$ cat src/rtl/pipeline_hazard_ctrl.sv
// Hazard controller for the 5-stage pipeline: EX forwarding selects, load-use bubbles,
// taken-branch flushes and a data-memory freeze with watchdog, plus saturating perf counters.

module hazard_fwd_sel (
  input  logic [4:0] ex_rs,
  input  logic [4:0] mem_rd,
  input  logic       mem_reg_wr,
  input  logic [4:0] wb_rd,
  input  logic       wb_reg_wr,
  output logic [1:0] sel
);
  always_comb begin
    sel = 2'b00;
    if (mem_reg_wr && mem_rd != 5'd0 && mem_rd == ex_rs)   sel = 2'b10;
    else if (wb_reg_wr && wb_rd != 5'd0 && wb_rd == ex_rs) sel = 2'b01;
  end
endmodule

module pipeline_hazard_ctrl #(
  parameter int MEM_TIMEOUT = 16,
  parameter int CNT_W       = 32
) (
  input  logic             clk,
  input  logic             rst,
  input  logic [4:0]       id_rs1,
  input  logic [4:0]       id_rs2,
  input  logic             id_use_rs1,
  input  logic             id_use_rs2,
  input  logic [4:0]       ex_rs1,
  input  logic [4:0]       ex_rs2,
  input  logic [4:0]       ex_rd,
  input  logic             ex_mem_read,
  input  logic             ex_br_taken,
  input  logic [4:0]       mem_rd,
  input  logic [4:0]       wb_rd,
  input  logic             mem_reg_wr,
  input  logic             wb_reg_wr,
  input  logic             dmem_req,
  input  logic             dmem_ready,
  output logic             pc_en,
  output logic             ifid_en,
  output logic             ifid_flush,
  output logic             idex_flush,
  output logic             pipe_freeze,
  output logic [1:0]       fwd_a,
  output logic [1:0]       fwd_b,
  output logic             mem_timeout,
  output logic             mem_err,
  output logic [CNT_W-1:0] stall_cnt,
  output logic [CNT_W-1:0] flush_cnt
);
  localparam int              NUM_OPS = 2;
  localparam int              WC_W    = $clog2(MEM_TIMEOUT) + 1;
  localparam logic [WC_W-1:0] WC_LAST = WC_W'(MEM_TIMEOUT - 1);

  typedef enum logic {RUN, MEM_WAIT} state_t;

  state_t                        state;
  logic [WC_W-1:0]               wait_cnt;
  logic [NUM_OPS-1:0][4:0]       ex_rs;
  logic [NUM_OPS-1:0][1:0]       fwd_sel;
  logic                          frozen, timeout_hit, flush, load_use;

  assign ex_rs = {ex_rs2, ex_rs1};

  for (genvar i = 0; i < NUM_OPS; i++) begin : g_fwd
    hazard_fwd_sel u_fwd (
      .ex_rs      (ex_rs[i]),
      .mem_rd     (mem_rd),
      .mem_reg_wr (mem_reg_wr),
      .wb_rd      (wb_rd),
      .wb_reg_wr  (wb_reg_wr),
      .sel        (fwd_sel[i])
    );
  end

  assign fwd_a = fwd_sel[0];
  assign fwd_b = fwd_sel[1];

  // Freeze wins over flush, flush wins over load-use.
  assign frozen      = !dmem_ready && ((state == RUN && dmem_req) || state == MEM_WAIT);
  assign timeout_hit = (state == MEM_WAIT) && !dmem_ready && (wait_cnt == WC_LAST);
  assign flush       = !frozen && ex_br_taken;
  assign load_use    = !frozen && !ex_br_taken && ex_mem_read && ex_rd != 5'd0 &&
                       ((id_use_rs1 && id_rs1 == ex_rd) || (id_use_rs2 && id_rs2 == ex_rd));

  assign pc_en       = !(frozen || load_use);
  assign ifid_en     = pc_en;
  assign ifid_flush  = flush;
  assign idex_flush  = flush || load_use;
  assign pipe_freeze = frozen;
  assign mem_timeout = timeout_hit;

  always_ff @(posedge clk) begin
    if (rst) begin
      state     <= RUN;
      wait_cnt  <= '0;
      mem_err   <= 1'b0;
      stall_cnt <= '0;
      flush_cnt <= '0;
    end else begin
      case (state)
        // wait_cnt counts frozen cycles so far, the RUN entry cycle included
        RUN: if (dmem_req && !dmem_ready) begin
          state    <= MEM_WAIT;
          wait_cnt <= WC_W'(1);
        end
        MEM_WAIT: if (dmem_ready || timeout_hit) begin
          state    <= RUN;
          wait_cnt <= '0;
        end else begin
          wait_cnt <= wait_cnt + 1'b1;
        end
        default: begin
          state    <= RUN;
          wait_cnt <= '0;
        end
      endcase
      if (timeout_hit)                 mem_err   <= 1'b1;
      if (!pc_en && stall_cnt != '1)   stall_cnt <= stall_cnt + 1'b1;
      if (flush && flush_cnt != '1)    flush_cnt <= flush_cnt + 1'b1;
    end
  end
endmodule

$ cat config.mk
export PLATFORM = sky130hd
export DESIGN_NAME = pipeline_hazard_ctrl
export DESIGN_NICKNAME = d
export VERILOG_FILES = /design/src/rtl/pipeline_hazard_ctrl.sv
export SDC_FILE = /design/constraint.sdc
export NUM_CORES = 1
export LEC_CHECK = 0
export CORE_MARGIN = 2
export CORE_UTILIZATION = 45
export DETAILED_ROUTE_END_ITERATION = 8
export PLACE_DENSITY = 0.82
export SLEW_MARGIN = 20
export SYNTH_ARGS = -nofsm -noshare
export SYNTH_HDL_FRONTEND = slang
export SYNTH_SLANG_ARGS = --single-unit
export TNS_END_PERCENT = 100
$ cat constraint.sdc
create_clock -name clk -period 5.45 [get_ports clk]
set_input_delay 1.09 -clock clk [delete_from_list [all_inputs] [get_ports clk]]
set_output_delay 1.09 -clock clk [all_outputs]
set_load 0.03 [all_outputs]
==> out/summary.json <==
{
  "status": {"value": "completed"},
  "vdd.ir_drop.worst": {"value": 150, "unit": "uV"},
  "postSynthAreaPerCell": {"value": 8.39, "unit": "um^2"},
  "final_core_utilization": {"value": 64.1, "unit": "%"},
  "area_delta_synth_final": {"value": 37.8, "unit": "%"},
  "die-height": {"value": 96.2, "unit": "um"},
  "routedWlPerCell": {"value": 14.0, "unit": "um"},
  "global_route.usage.total": {"value": 20.4, "unit": "%"},
  "netlist_top_cells_area": {"value": "dfxtp_1 (37%), xnor2_1 (11%), xor2_1 (8.0%)"},
  "number_of_antenna_repair_diodes": {"value": 0},
  "drt-pass1-iter-count": {"value": 4},
  "postSynth.topFlopCell": {"value": "dfxtp_1"},
  "fp-row-count": {"value": 33},
  "arrival": {"value": 3530, "unit": "ps"},
  "synth_cell_types": {"value": 49},
  "clk_root_buffer_cell": {"value": "clkbuf_8"},
  "number_of_antenna_violations_at_the_first_check_in_global_routing": {"value": 0},
  "setup-violations-final": {"value": 0},
  "maxCapViolCount": {"value": 0},
  "grt_pass1_vias": {"value": 3397},
  "via_count": {"value": 3631},
  "post_syn_nets": {"value": 505},
  "ys_seq_elements": {"value": 71},
  "grt_max_degree": {"value": 72},
  "post-dp-hpwl": {"value": 7040, "unit": "um"},
  "globalRouteOverflowTotal": {"value": 0},
  "tritoncts": {"value": "yes"},
  "synth_enable_flop_cells": {"value": 0},
  "drcViolationCount": {"value": 0},
  "syn_inst": {"value": 456},
  "lkg_pwr": {"value": 1.77, "unit": "nW"},
  "routed_wl": {"value": 9530, "unit": "um"},
  "htree_num_levels": {"value": 3},
  "initial_utilization": {"value": 46.6, "unit": "%"},
  "timing.slew.headroom": {"value": 52.6, "unit": "%"},
  "final_setup_skew": {"value": 13.3, "unit": "ps"},
  "gp_routability_congestion": {"value": 0.825},
  "crit_path_start_kind": {"value": "primary input"},
  "cts.hold.buffers_added": {"value": 0},
  "core_area": {"value": 8220, "unit": "um^2"},
  "yosys-mux-area-fraction": {"value": 0.523, "unit": "%"},
  "critical_path_required": {"value": 4360, "unit": "ps"},
  "synth-compound-area-share": {"value": 5.76, "unit": "%"},
  "die_width": {"value": 96.2, "unit": "um"},
  "timing.final.max_slew_violations": {"value": 0},
  "synth_fa_ha_area_share": {"value": 1.31, "unit": "%"},
  "post-synth-top-area-cell": {"value": "dfxtp_1"},
  "route.antenna.remaining_nets": {"value": 0},
  "drt_iter0_drc": {"value": 128},
  "pwr_density_cell": {"value": 202, "unit": "nW/um^2"},
  "clock_sink_count": {"value": 71},
  "fin_setup_tns": {"value": 0, "unit": "ps"},
  "fp.dieArea": {"value": 9250, "unit": "um^2"},
  "synth.cell_area": {"value": 3820, "unit": "um^2"},
  "postCtsResizedCells": {"value": 0},
  "ys.warnings.count": {"value": 0},
  "finalNetCount": {"value": 621},
  "timing_worst_slew_pin_value": {"value": 711, "unit": "ps"},
  "timing.final.hold_violations": {"value": 0},
  "yosys.area_share.xor_xnor": {"value": 19.0, "unit": "%"},
  "synth_top_family_by_area": {"value": "simple AND/OR/NAND/NOR gates"},
  "cp-end-kind": {"value": "primary output"},
  "fmax": {"value": 216, "unit": "MHz"},
  "grt_pass1_wl": {"value": 15000, "unit": "um"},
  "port_buffers": {"value": 119},
  "cts_buffers": {"value": 9},
  "ys_top_cells_by_count": {"value": "dfxtp_1 (71), nor2_1 (67), xnor2_1 (48)"},
  "async_reset_ff_share": {"value": 0, "unit": "%"},
  "post_synth_and_or_nand_nor_area_fraction": {"value": 33.1, "unit": "%"},
  "grt_setup_unrepaired": {"value": "no"},
  "finalCritPeriodShare": {"value": 84.8, "unit": "%"},
  "clkSlewWorstSetupHoldPaths": {"value": 80, "unit": "ps"},
  "worst_skew_pair.late_latency": {"value": 340, "unit": "ps"},
  "yosys.area.top_type_share": {"value": 37.2, "unit": "%"},
  "critPathKind": {"value": "in -> out"},
  "post-cts-setup-buffers": {"value": 0},
  "period_minus_slack": {"value": 4620, "unit": "ps"},
  "nFillCells": {"value": 670},
  "hold_path_class": {"value": "reg -> reg"},
  "worst-path-max-fanout": {"value": 3},
  "detail_route.vias_per_cell": {"value": 5.33},
  "io_pins": {"value": 120},
  "proportion_of_synthesized_chip_area_in_sequential_cells": {"value": 37.2, "unit": "%"},
  "final_layout_size_suffix_gt1_share": {"value": 5.90, "unit": "%"},
  "clock_path_buffers": {"value": 2},
  "yosysMostFrequentCell": {"value": "dfxtp_1"}
}
-- state kept, by name, indices dropped and copies added (netlist names) --
name       flops
stall_cnt     32
mem_err        1
flush_cnt     32
state          1
wait_cnt       5
-- routing by layer --
metal	track usage, %	up-vias	share of wire, %
met1	24.1	1668	44
met5	0	-	0
met4	5.48	0	0.98
met2	35.8	133	47
met3	5.95	11	7.9
li1	-	1819	-
-- final timing paths --
check	slack, ps	cells after the start	from	endpoint
hold / removal	480	2	mem_err	mem_err
setup reg to reg	3010	7	stall_cnt[4]	stall_cnt[1]
setup / recovery	830	6	mem_rd[0]	fwd_b[0]
hold reg to reg	480	2	mem_err	mem_err
-- report_power, final --
group          leakage [nW]  internal [mW]  switching (mW)
registers             0.573          0.522         0.00546
logic                  1.11         0.0597          0.0589
clock network        0.0944          0.221           0.199
-- logic make-up (layout without fill, tap and decap cells) --
group / count (synthesis) / count (layout)
xor gates and xnor gates: 83 / 83
and+or+nand+nor: 232 / 232
DFF: 71 / 71
AOI/OAI and AO/OA: 39 / 39
muxes: 2 / 2
adders and majority gates: 4 / 4
buffers and inverters: 25 / 145
-- per-stage QoR --
stage	hold WS [ps]	area, um^2	total power, mW	instances	setup WS, ps
finish	483	5270	1.07	681	827
global placement	451	5070	0.656	666	989
detailed placement	468	5070	0.658	666	854
floorplan	454	3820	0.598	456	1330
global route	506	5270	1.11	681	756
CTS	488	5270	1.08	681	838
-- area by class of cell --
cell class	instances	area (um^2)	share of cell area, %
clock buffer	10	138	2.61
clock inverter	5	58.8	1.12
tap	105	131	2.49
timing repair buffer	121	1200	22.8
sequential	71	1420	27.0
multi-input combinational	360	2290	43.4
inverter	9	33.8	0.641
-- worst max-delay path, stage by stage --
cell and delay (ps):
clkdlybuf4s50_1 470, or4_1 550, o21ai_0 270, nor4_1 140, nor4_1 300, clkdlybuf4s50_1 720
-- placed cells by master, fill, tap and decap left out, types with 2 or more instances in the layout --
master           Yosys  routed
clkdlybuf4s50_1      0     118
dfxtp_1             71      71
nor2_1              67      67
xnor2_1             48      48
xor2_1              35      35
nand3_1             29      29
nand2_1             24      24
nor3_1              18      18
a21oi_1             17      16
nand4_1             15      15
o21ai_0             13      13
and3_1              12      12
or3_1               12      12
nor4_1              10      10
clkbuf_8             0      10
inv_1                9       9
or4_1                6       6
and4_1               6       6
nor3_2               4       4
ha_1                 4       4
nor2b_1              3       3
nand3b_1             3       3
nor3b_1              3       3
nand2b_1             3       3
nand4b_1             2       2
or2_2                2       2
mux2i_1              2       2
and2_1               2       2
and4bb_2             2       2
clkinvlp_4           0       2
buf_4                2       2
(Power assumes the default switching activity.)
